==> config.mk <==
export PLATFORM = sky130hd
export DESIGN_NAME = keypad_scan_ctrl_flat
export DESIGN_NICKNAME = d
export VERILOG_FILES = /design/src/rtl/keypad_scan_ctrl_if.sv /design/src/rtl/keypad_scan_ctrl.sv /design/src/flat_wrapper.sv
export SDC_FILE = /design/constraint.sdc
export NUM_CORES = 1
export LEC_CHECK = 0
export BUFFER_PORTS_ARGS = -buffer_cell sky130_fd_sc_hd__buf_4
export CELL_PAD_IN_SITES_DETAIL_PLACEMENT = 1
export CELL_PAD_IN_SITES_GLOBAL_PLACEMENT = 1
export CORE_AREA = 10 10 102 150
export CTS_BUF_LIST = sky130_fd_sc_hd__clkbuf_8
export CTS_CLUSTER_SIZE = 16
export DETAILED_ROUTE_END_ITERATION = 8
export DIE_AREA = 0 0 112 160
export GPL_ROUTABILITY_DRIVEN = 0
export MAX_ROUTING_LAYER = met4
export PLACE_DENSITY_LB_ADDON = 0.1
export SLEW_MARGIN = 20
export SYNTH_ARGS = -nofsm -noshare
export SYNTH_HDL_FRONTEND = slang
export SYNTH_SLANG_ARGS = --single-unit
==> constraint.sdc <==
create_clock -name clk_50MHz_i -period 7.3 [get_ports clk_50MHz_i]
set_clock_uncertainty 0.15 [all_clocks]
set_input_delay 0.73 -clock clk_50MHz_i [delete_from_list [all_inputs] [get_ports clk_50MHz_i]]
set_output_delay 0.73 -clock clk_50MHz_i [all_outputs]
set_load 0.03 [all_outputs]
==> src/rtl/keypad_scan_ctrl_if.sv <==
// Key delivery handshake between the keypad scanner (master) and the game logic (slave).
`timescale 1ns/1ps

interface keypad_scan_ctrl_if;
    logic [3:0] key_code;
    logic       key_valid;
    logic       key_ack;
    logic       overrun;

    modport master (
        output key_code,
        output key_valid,
        output overrun,
        input  key_ack
    );

    modport slave (
        input  key_code,
        input  key_valid,
        input  overrun,
        output key_ack
    );
endinterface

==> src/rtl/keypad_scan_ctrl.sv <==
// 4x4 keypad row scanner with press/release debounce and a valid/ack key output.
// Define KEYPAD_REPEAT_EN to re-emit a held key every REPEAT_CYCLES.
`timescale 1ns/1ps

module keypad_scan_ctrl #(
    parameter int unsigned SCAN_DIV        = 50000,
    parameter int unsigned DEBOUNCE_CYCLES = 1000000,
    parameter int unsigned REPEAT_CYCLES   = 12500000
) (
    input  logic                      clk_50MHz_i,
    input  logic                      rst_async_la_i,
    input  logic [3:0]                columns_i,
    output logic [3:0]                rows_o,
    keypad_scan_ctrl_if.master        key_if
);

    localparam int unsigned DwW = $clog2(SCAN_DIV);
    localparam int unsigned DbW = $clog2(DEBOUNCE_CYCLES + 1);
    localparam logic [DwW-1:0] DwLast = DwW'(SCAN_DIV - 1);
    localparam logic [DbW-1:0] DbLast = DbW'(DEBOUNCE_CYCLES - 1);

    if (SCAN_DIV < 4 || DEBOUNCE_CYCLES == 0 || REPEAT_CYCLES == 0) begin : g_bad_params
        $error("keypad_scan_ctrl: SCAN_DIV must be >= 4, other periods nonzero");
    end

    typedef enum logic [1:0] {StScan, StPressDb, StHold} state_e;

    state_e           r_state;
    logic [3:0]       r_col_m;
    logic [3:0]       r_col_s;
    logic [3:0]       r_pat;
    logic [1:0]       r_row;
    logic [3:0]       r_rows;
    logic [DwW-1:0]   r_dwell;
    logic [DbW-1:0]   r_db;
    logic [3:0]       r_key_code;
    logic             r_key_valid;
    logic             r_overrun;

`ifdef KEYPAD_REPEAT_EN
    localparam int unsigned RpW = $clog2(REPEAT_CYCLES + 1);
    localparam logic [RpW-1:0] RpLast = RpW'(REPEAT_CYCLES - 1);
    logic [RpW-1:0]   r_rep;
`endif

    logic             w_match;
    logic             w_emit;
    logic             w_take;
    logic [1:0]       w_row_nxt;
    logic [3:0]       w_code;

    // Simultaneous columns resolve to the lowest index.
    function automatic logic [1:0] lowest_col(input logic [3:0] pat);
        if (pat[0])      return 2'd0;
        else if (pat[1]) return 2'd1;
        else if (pat[2]) return 2'd2;
        else             return 2'd3;
    endfunction

    always_comb begin
        w_match   = (r_col_s == r_pat);
        w_row_nxt = r_row + 2'd1;
        w_emit    = (r_state == StPressDb) && w_match && (r_db == DbLast);
`ifdef KEYPAD_REPEAT_EN
        if ((r_state == StHold) && w_match && (r_rep == RpLast)) begin
            w_emit = 1'b1;
        end
`endif
        w_take    = w_emit && (!r_key_valid || key_if.key_ack);
        w_code    = {r_row, lowest_col(r_pat)};
    end

    always_ff @(posedge clk_50MHz_i or negedge rst_async_la_i) begin
        if (!rst_async_la_i) begin
            r_state     <= StScan;
            r_col_m     <= 4'b0000;
            r_col_s     <= 4'b0000;
            r_pat       <= 4'b0000;
            r_row       <= 2'd0;
            r_rows      <= 4'b0001;
            r_dwell     <= '0;
            r_db        <= '0;
            r_key_code  <= 4'h0;
            r_key_valid <= 1'b0;
            r_overrun   <= 1'b0;
`ifdef KEYPAD_REPEAT_EN
            r_rep       <= '0;
`endif
        end else begin
            r_col_m <= columns_i;
            r_col_s <= r_col_m;

            case (r_state)
                StScan: begin
                    if (r_dwell == DwLast) begin
                        r_dwell <= '0;
                        if (r_col_s == 4'b0000) begin
                            r_row  <= w_row_nxt;
                            r_rows <= 4'b0001 << w_row_nxt;
                        end else begin
                            r_pat   <= r_col_s;
                            r_db    <= '0;
                            r_state <= StPressDb;
                        end
                    end else begin
                        r_dwell <= r_dwell + 1'b1;
                    end
                end
                StPressDb: begin
                    if (!w_match) begin
                        r_state <= StScan;
                        r_row   <= w_row_nxt;
                        r_rows  <= 4'b0001 << w_row_nxt;
                        r_dwell <= '0;
                        r_db    <= '0;
                    end else if (r_db == DbLast) begin
                        r_db    <= '0;
                        r_state <= StHold;
`ifdef KEYPAD_REPEAT_EN
                        r_rep   <= '0;
`endif
                    end else begin
                        r_db <= r_db + 1'b1;
                    end
                end
                StHold: begin
                    // Release resumes scanning on the same row.
                    if (r_col_s != 4'b0000) begin
                        r_db <= '0;
                    end else if (r_db == DbLast) begin
                        r_db    <= '0;
                        r_dwell <= '0;
                        r_state <= StScan;
                    end else begin
                        r_db <= r_db + 1'b1;
                    end
`ifdef KEYPAD_REPEAT_EN
                    if (!w_match || r_rep == RpLast) begin
                        r_rep <= '0;
                    end else begin
                        r_rep <= r_rep + 1'b1;
                    end
`endif
                end
                default: r_state <= StScan;
            endcase

            // A dropped key sets overrun; that set beats an ack-driven clear.
            if (w_emit && !w_take) begin
                r_overrun <= 1'b1;
            end else if (r_key_valid && key_if.key_ack) begin
                r_overrun <= 1'b0;
            end

            if (w_take) begin
                r_key_code  <= w_code;
                r_key_valid <= 1'b1;
            end else if (key_if.key_ack) begin
                r_key_valid <= 1'b0;
            end
        end
    end

    assign rows_o           = r_rows;
    assign key_if.key_code  = r_key_code;
    assign key_if.key_valid = r_key_valid;
    assign key_if.overrun   = r_overrun;

endmodule
==> src/flat_wrapper.sv <==
// flat-port wrapper written by rule: the top's interface ports become plain ports
module keypad_scan_ctrl_flat 
#(
    parameter int unsigned SCAN_DIV        = 50000,
    parameter int unsigned DEBOUNCE_CYCLES = 1000000,
    parameter int unsigned REPEAT_CYCLES   = 12500000
)
  (clk_50MHz_i, rst_async_la_i, columns_i, rows_o, key_if_key_code, key_if_key_valid, key_if_overrun, key_if_key_ack);
  keypad_scan_ctrl_if key_if_i ();
  input  logic clk_50MHz_i;
  input  logic rst_async_la_i;
  input  logic [3:0] columns_i;
  output logic [3:0] rows_o;
  output wire logic [$bits(key_if_i.key_code)-1:0] key_if_key_code;
  output wire logic [$bits(key_if_i.key_valid)-1:0] key_if_key_valid;
  output wire logic [$bits(key_if_i.overrun)-1:0] key_if_overrun;
  input wire logic [$bits(key_if_i.key_ack)-1:0] key_if_key_ack;
  assign key_if_key_code = key_if_i.key_code;
  assign key_if_key_valid = key_if_i.key_valid;
  assign key_if_overrun = key_if_i.overrun;
  assign key_if_i.key_ack = key_if_key_ack;
  keypad_scan_ctrl #(.SCAN_DIV(SCAN_DIV), .DEBOUNCE_CYCLES(DEBOUNCE_CYCLES), .REPEAT_CYCLES(REPEAT_CYCLES)) u_core (.clk_50MHz_i(clk_50MHz_i), .rst_async_la_i(rst_async_la_i), .columns_i(columns_i), .rows_o(rows_o), .key_if(key_if_i));
endmodule
# [Word-level counts from Yosys, hierarchy flattened]
# Index checks and enable logic that the tools add are counted.
[word_totals] regBits=62 out_inout_bits=10 wordCells=81 inputBits=7
[classes] n_shift=1 n_mux=33 bitwise_logic=1 reduce_logical=20 n_eq_ne=12 addsub=3
[op_table] op="$mux 20" n=5
[op_table] op="$mux 16" n=4
[op_table] op="$pmux 20 s3" n=1
[op_table] op="$pmux 16 s3" n=1
[op_table] op="$mux 2" n=11
[op_table] op="$add 20x1->20 const B" n=1
[op_table] op="$eq 20x20->1 const B" n=1
[op_table] op="$add 16x1->16 const B" n=1
[op_table] op="$eq 16x16->1 const B" n=1
[op_table] op="$mux 4" n=3
[op_table] op="$pmux 4 s2" n=1
[op_table] op="$reduce_and 4->1" n=2
[op_table] op="$ne 2x1->1 const B" n=3
[op_table] op="$ne 2x2->1 const B" n=3
[op_table] op="$pmux 2 s3" n=1
[op_table] op="$reduce_and 3->1" n=2
[op_table] op="$reduce_bool 2->1" n=3
[op_table] op="$logic_and 1x1->1" n=5
[op_table] op="$mux 1" n=5
[op_table] op="$reduce_and 5->1" n=1
[op_table] op="$eq 4x4->1" n=1
[op_table] op="$logic_not 4->1" n=1
[op_table] op="$pmux 2 s2" n=1
[op_table] op="$reduce_bool 4->1" n=1
[op_table] op="other kinds (10)" n=11

# [Depth between registers and ports, before layout]
# Gate-level depths: netlist (run 1).
[depth] word_depth=7 mapped_depth=8

# [Worst setup path after synthesis (run 1)]
# Ideal clock, no wire load.
[synth_timing] path_kind="register -> register" from="register u_core.r_dwell[0]" to="register u_core.r_db[0]" setup_ns=0.065 t_arrival_ns=2.197 path_slack_ns=4.888 path_buffers=1 required_time_ns=7.085 synth_period_minus_slack_ns=2.412 path_stages_with_launch=8 cell_sequence="dfrtp_1 -> ha_1 -> or4b_4 -> nor4_4 -> a21oi_2 -> nor3_4 -> buf_4 -> mux2_2"
[synth_between] elab_chain_len=3
[synth_rtl] element="start: declaration" line="keypad_scan_ctrl.sv:34" text="logic [DwW-1:0] r_dwell;"
[synth_rtl] element="start signal: assignment" line="keypad_scan_ctrl.sv:106" text="r_dwell <= r_dwell + 1'b1;"
[synth_rtl] element="$eq 16x16->1" line="keypad_scan_ctrl.sv:95" text="if (r_dwell == DwLast) begin"
[synth_rtl] element="$ne 2x1->1 (no source line)"
[synth_rtl] element="$reduce_and 3->1 (no source line)"
[synth_rtl] element="end signal: assignment" line="keypad_scan_ctrl.sv:123" text="r_db <= r_db + 1'b1;"
[synth_rtl] element="end signal: assignment" line="keypad_scan_ctrl.sv:135" text="r_db <= r_db + 1'b1;"
[synth_rtl] element="end: declaration" line="keypad_scan_ctrl.sv:35" text="logic [DbW-1:0] r_db;"
# Every way passes these cells.
# A chain may end at the register's enable or synchronous reset.

# [Worst setup path in the final report (run 1)]
# Ends and elaborated chain as after synthesis.

==> results of run 1 <==
[cell usage after synthesis (3+ instances only)]
library cell | count | area share
dfrtp_1 | 61 | 0.44
nand2_1 | 25 | 0.027
o31ai_1 | 25 | 0.054
nor3_1 | 24 | 0.035
nor2_1 | 20 | 0.022
nand3_1 | 17 | 0.025
mux2_2 | 12 | 0.039
a221o_1 | 11 | 0.032
inv_1 | 11 | 0.012
clkbuf_1 | 10 | 0.011
ha_1 | 10 | 0.036
nand4_1 | 10 | 0.018
o21ai_0 | 9 | 0.013
and2_1 | 6 | 0.011
and3_1 | 6 | 0.011
nor4_1 | 6 | 0.011
a22o_1 | 5 | 0.013
buf_2 | 5 | 0.0072
a21o_1 | 4 | 0.0087
a21oi_1 | 4 | 0.0058
a311oi_1 | 3 | 0.0076
nor4bb_1 | 3 | 0.0087
o22ai_1 | 3 | 0.0054
or4_1 | 3 | 0.0065
xor2_1 | 3 | 0.0076
[stage by stage]
step	hold WS [ns]	instances	instance area, sq um
finish	0.203	519	3940
floorplan	0.181	343	3470
detailed placement	0.187	503	3730
global route	0.213	519	3940
global placement	0.186	503	3730
CTS	0.205	519	3940
[worst max-delay path by stage]
stage                                             to  slack, ns  depth (start not counted)
after floorplan           u_core.r_db[0]$_DFFE_PN0P_       4.89                          7
after global placement    u_core.r_db[0]$_DFFE_PN0P_       4.00                          6
after detailed placement  u_core.r_db[0]$_DFFE_PN0P_       4.04                          6
after CTS                 u_core.r_db[0]$_DFFE_PN0P_       4.02                          6
after global routing      u_core.r_db[5]$_DFFE_PN0P_       3.93                          6
final                     u_core.r_db[0]$_DFFE_PN0P_       4.06                          6
[area by class of cell]
type	instances	share of cell area
repair buffers	18	0.0343
well taps	159	0.0505
clock inverters	6	0.0178
flip-flops and latches	62	0.394
inverters	11	0.0105
clock buffers	10	0.0350
multi-input cells	253	0.458
[power by group through the flow]
stage	Combinational, mW	Sequential (mW)	Clock (mW)
floorplan	0.00195	0.355	0
global placement	0.0142	0.354	0
detailed placement	0.0142	0.355	0
CTS	0.0143	0.348	0.335
global route	0.0157	0.348	0.354
finish	0.0133	0.348	0.320
[state kept, by name, indices dropped and copies added, names as in the netlist]
name and flops:
u_core.r_col_s 4, u_core.key_if.key_valid 1, u_core.r_dwell 16, u_core.key_if.overrun 1, u_core.r_state 2, u_core.r_db 20
u_core.r_row 2, u_core.key_if.key_code 4, u_core.r_pat 4, u_core.rows_o 4, u_core.r_col_m 4
[logic make-up (layout without fill, tap and decap cells)]
| group | Yosys count | count (layout) | synth area share |
|---|---|---|---|
| AO/OA/AOI/OAI | 79 | 79 | 0.177 |
| XOR/XNOR | 5 | 5 | 0.0126 |
| adder cells (fa/ha/maj) | 10 | 10 | 0.0360 |
| buffers and inverters | 28 | 45 | 0.0335 |
| flip-flops | 62 | 62 | 0.447 |
| multiplexers | 16 | 16 | 0.0512 |
| AND/OR/NAND/NOR | 143 | 143 | 0.243 |
[worst reg2reg max path: cells and delay by family (launching register included)]
family	cells	cell delay, ns
multiplexers	1	0.29
AO/OA/AOI/OAI	1	0.33
flip-flops	1	0.40
AND/OR/NAND/NOR	3	1.70
adder cells (fa/ha/maj)	1	0.30
[routing by layer]
metal | wire [um] | vias up | share of wire | GRT usage
li1 | - | 1343 | - | -
met1 | 4080 | 1432 | 0.43 | 0.124
met2 | 5110 | 18 | 0.54 | 0.193
met3 | 177 | 6 | 0.019 | 0.0229
met4 | 113 | 0 | 0.012 | 0.0394
met5 | 0 | - | 0 | -
==> summary.txt, run 1 <==
Floorplan
  – Die W: 112 um
  – Die Ht: 160 um
  – I/O pin cnt: 17
  – Row count: 51
  – Core area: 0.0127 sq mm
  – Starting Density: 0.273
  – Die area: 0.0179 sq mm

Cells and area
  – Antenna diode count: 0
  – FF+latch area: 0.00155 sq mm
  – Fill cells: 1438
  – Most common cell after layout, fill and taps aside: dfrtp_1
  – Multi-input logic area: 0.00180 sq mm
  – Most frequent cells in the layout: 61 x dfrtp_1, 25 x o31ai_1, 25 x nand2_1
  – Fin nets: 372
  – Synth-to-layout area growth: 13.4%
  – Core Util, Final: 0.310
  – Share of cells above drive strength 1: 0.161

Worst setup path
  – Reg2Reg Depth: 6
  – Crit-path max FO: 17
  – FF-to-FF setup slack: 4.06 ns
  – Crit path launch: u_core.r_dwell[0]$_DFFE_PN0P_
  – CP Capture Type: flop
  – CP max stage delay: 0.76 ns
  – WP data arrival: 3.38 ns
  – Max stage delay cell, worst path: nor3_4
  – Crit path cell chain: ha_1 -> or4b_4 -> nor4_4 -> a21oi_2 -> nor3_4 -> mux2_2
  – CP Launch Type: flop
  – Worst r2r src: u_core.r_dwell[0]$_DFFE_PN0P_
  – CP Class: reg -> reg
  – CP Data Required Time: 7.44 ns
  – Kind of cell adding the most delay to the critical path: simple AND/OR/NAND/NOR gates
  – CP bufs+invs: 0
  – Reg2reg end: u_core.r_db[0]$_DFFE_PN0P_

Logic synthesis
  – Mapped Cells: 343
  – Post-synthesis async set-or-reset flop share: 1.00
  – Synthesized area: 0.00347 sq mm
  – Synthesized Nets: 360
  – Syn avg cell area: 10.1 sq um
  – Top_reg_cell synth: dfrtp_1
  – Synth warn: 0
  – Netlist cell types: 60
  – EDFF count, synth: 0
  – #FFs+latches synth: 62
  – Register area share after synthesis: 0.447

Outcome
  – Status: finished clean

STA
  – Final Hold Vio Count: 0
  – Worst-Margin Slew: 1.08 ns
  – Setup WS post-layout: 4.06 ns
  – Period utilisation layout: 0.444
  – Min Tclk post-route: 3.24 ns
  – Max Slew Vio Count: 0
  – Endpoints failing setup: 0
  – Fmax: 309 MHz
  – RSZ-0062 raised after global routing: no
  – Relative slew slack: 0.276
  – Post-Route Setup TNS: 0 ns

Detailed routing
  – DRC Markers: 0
  – Antenna viol nets, final: 0
  – WL/cell: 18.3 um
  – Routed vias: 2799
  – WL final: 9480 um
  – DRT iter0 DRCs: 94
  – Vias per std cell: 5.39
  – Drt pass-1 iters: 4

Power and ir drop
  – Sw Ratio: 0.239
  – Combinational power share: 0.019
  – Internal power: 518 uW
  – Cell Pwr Density: 173 mW/mm^2
  – Clk network pwr share: 0.470
  – Register share of total power: 0.511
  – Tot Pwr: 681 uW
  – NetSw: 163 uW
  – Pleak: 1.68 nW
  – Max VDD drop: 0.0653 mV

CTS
  – Clock sinks: 62
  – Post-CTS Resized: 0
  – Root buffer cell: clkbuf_8
  – Clk Latency, worst-skew pair: 0.35 ns
  – Clock Tree Buf Depth: 2
  – Post-CTS Setup Bufs: 0
  – CTS Buf Count: 9
  – Clk slew on worst S/H paths: 0.08 ns
  – H-tree level count: 3
  – Hold bufs inserted after CTS: 0
  – TritonCTS clock tree: yes

GRT
  – Total Routing Usage GR: 0.112
  – Vias in the first global route: 3029
  – First-pass GRT wire length: 16100 um
  – Grt ovf: 0
  – Antenna violations before repair: 0
  – Largest net degree at the start of global routing: 63

Place
  – Port Buffer Count: 16
  – DP Wirelength: 6420 um
  – Setup Slack @ Placement: 4.04 ns

Hold path
  – Hold EP: u_core.r_col_s[3]$_DFF_PN0_
  – Cell count of the worst hold path: 0
  – Hold Path Class: reg -> reg
  – Worst Hold Launch: u_core.r_col_m[3]$_DFF_PN0_

Job
  – Max-cap violations: 0
(Power assumes the default switching activity.)
==> run 2, diff against run 1 <==
- clock period: 7.3 -> 3.3 ns (I/O delays scaled with it)
==> run 2 against run 1 <==
Effect of this change:
- clock power up 120%
- final area up 3.1%
- maximum frequency up 19%
- global-route usage up 0.53 points
- sequential cell count unchanged
- sequential power up 120%
- largest power group unchanged
- critical path depth up 1
- register-to-register slack worse by 3.5 ns
- critical endpoint is now u_core.r_dwell[6]$_DFFE_PN0P_
==> summary.txt, run 2 (synthesis gave the netlist of run 1 again) <==
Detailed routing
  – DRT iter0 DRCs: 88
  – Vias per std cell: 5.43
  – Drt pass-1 iters: 6
  – DRC Markers: 0
  – WL/cell: 18.6 um
  – Antenna viol nets, final: 0
  – WL final: 9900 um
  – Routed vias: 2892

Cells and area
  – Fin nets: 386
  – Antenna diode count: 0
  – Synth-to-layout area growth: 16.9%
  – Fill cells: 1431
  – Most frequent cells in the layout: 61 x dfrtp_1, 26 x buf_4, 25 x o31ai_1, 25 x nand2_1, 24 x nor3_1
  – Most common cell after layout, fill and taps aside: dfrtp_1
  – Share of cells above drive strength 1: 0.176
  – Max reg flops: 20
  – Post-route insts no fill: 533
  – Biggest regs: u_core.r_db (20), u_core.r_dwell (16)
  – Reg with most FFs: u_core.r_db

Floorplan
  – Starting Density: 0.273
  – I/O pin cnt: 17
  – Core area: 0.0127 sq mm
  – Row count: 51
  – Die W: 112 um
  – Die Ht: 160 um
  – Die area: 0.0179 sq mm

Power and ir drop
  – Tot Pwr: 1.52 mW
  – Pleak: 1.74 nW
  – NetSw: 369 uW
  – Combinational power share: 0.023
  – Clk network pwr share: 0.471
  – Max VDD drop: 0.148 mV
  – Cell Pwr Density: 374 mW/mm^2
  – Register share of total power: 0.506
  – Internal power: 1.15 mW
  – Sw Ratio: 0.243

CTS
  – H-tree level count: 3
  – Clock sinks: 62
  – Post-CTS Setup Bufs: 0
  – Hold bufs inserted after CTS: 6
  – Clock Tree Buf Depth: 2
  – Post-CTS Resized: 0
  – Clk Latency, worst-skew pair: 0.36 ns
  – Clk slew on worst S/H paths: 0.08 ns
  – TritonCTS clock tree: yes
  – Root buffer cell: clkbuf_8
  – CTS Buf Count: 9

Worst setup path
  – WP data arrival: 2.82 ns
  – CP Capture Type: flop
  – Crit-path max FO: 12
  – Worst r2r src: u_core.r_db[0]$_DFFE_PN0P_
  – CP Launch Type: flop
  – CP endpoint: u_core.r_dwell[6]$_DFFE_PN0P_
  – Reg2Reg Depth: 7
  – Reg2reg end: u_core.r_dwell[6]$_DFFE_PN0P_
  – CP Class: reg -> reg
  – FF-to-FF setup slack: 0.57 ns
  – Crit path launch: u_core.r_db[0]$_DFFE_PN0P_
  – CP Data Required Time: 3.39 ns

GRT
  – Vias in the first global route: 3144
  – Largest net degree at the start of global routing: 63
  – Met2 Use GR: 0.208
  – Met1 Use GR: 0.122
  – Total Routing Usage GR: 0.117
  – Grt ovf: 0
  – Most crowded layer after global routing: met2
  – Met3 usage: 0.0232
  – First-pass GRT wire length: 16800 um
  – Antenna violations before repair: 0

STA
  – RSZ-0062 raised after global routing: no
  – Fmax: 366 MHz
  – Final Hold Vio Count: 0
  – Min Tclk post-route: 2.73 ns
  – Period utilisation layout: 0.828
  – Post-Route Setup TNS: 0 ns
  – Endpoints failing setup: 0
  – Worst-Margin Slew: 1.03 ns
  – Max Slew Vio Count: 0
  – Relative slew slack: 0.313

Hold path
  – Hold Path Class: reg -> reg

Job
  – Max-cap violations: 0

Place
  – Cells after DPL: 511
  – DP Wirelength: 6850 um
  – Port Buffer Count: 16

Outcome
  – Status: finished clean
run 2: worst max-delay path, cell delays in order (launching register included):
cell     delay, ns
dfrtp_1       0.39
ha_1          0.22
and3_1        0.19
nand3_1       0.26
o41ai_1       0.69
nand3_1       0.14
buf_4         0.23
o41ai_1       0.34
run 2: power by group through the flow:
stage	Sequential [mW]	Clock, mW	Combinational, mW
after floorplan	0.785	0	0.00432
after global placement	0.784	0	0.0310
final	0.769	0.715	0.0349
after detailed placement	0.784	0	0.0314
after CTS	0.769	0.751	0.0374
after global routing	0.770	0.785	0.0403
run 2: worst min path at each step:
stage / startpoint / end / cells after the start
2_1_floorplan: rst_async_la_i / u_core.key_if.key_code[0]$_DFFE_PN0P_ / 0
3_3_place_gp: u_core.r_col_m[0]$_DFF_PN0_ / u_core.r_col_s[0]$_DFF_PN0_ / 0
3_5_place_dp: u_core.r_col_m[1]$_DFF_PN0_ / u_core.r_col_s[1]$_DFF_PN0_ / 0
4_1_cts: u_core.r_col_m[1]$_DFF_PN0_ / u_core.r_col_s[1]$_DFF_PN0_ / 0
5_1_grt: u_core.r_col_m[1]$_DFF_PN0_ / u_core.r_col_s[1]$_DFF_PN0_ / 0
6_report: u_core.r_col_m[1]$_DFF_PN0_ / u_core.r_col_s[1]$_DFF_PN0_ / 0
run 2: routing by layer:
| layer | vias up | wire length (um) |
|---|---|---|
| li1 | 1364 | - |
| met4 | 0 | 197 |
| met5 | - | 0 |
| met2 | 29 | 5350 |
| met3 | 14 | 232 |
| met1 | 1485 | 4120 |
run 2: area by class of cell:
cell class / count / area [sq um] / area share
Multi-Input combinational cell: 253 / 1800 / 0.444
Sequential cell: 62 / 1550 / 0.383
Timing Repair Buffer: 32 / 255 / 0.0629
Tap cell: 159 / 199 / 0.0490
Clock buffer: 10 / 138 / 0.0339
Clock inverter: 6 / 70.1 / 0.0173
Inverter: 11 / 41.3 / 0.0102
run 2: through the flow:
stage | worst slack, ns | utilization | instance area, sq um | hold slack, ns
after floorplan | 0.888 | - | 3470 | -0.116
after global placement | 0.633 | 0.298 | 3790 | 0.182
after detailed placement | 0.576 | 0.298 | 3790 | 0.188
after CTS | 0.520 | 0.320 | 4060 | 0.207
after global routing | 0.330 | 0.320 | 4060 | 0.210
final | 0.567 | 0.320 | 4060 | 0.202
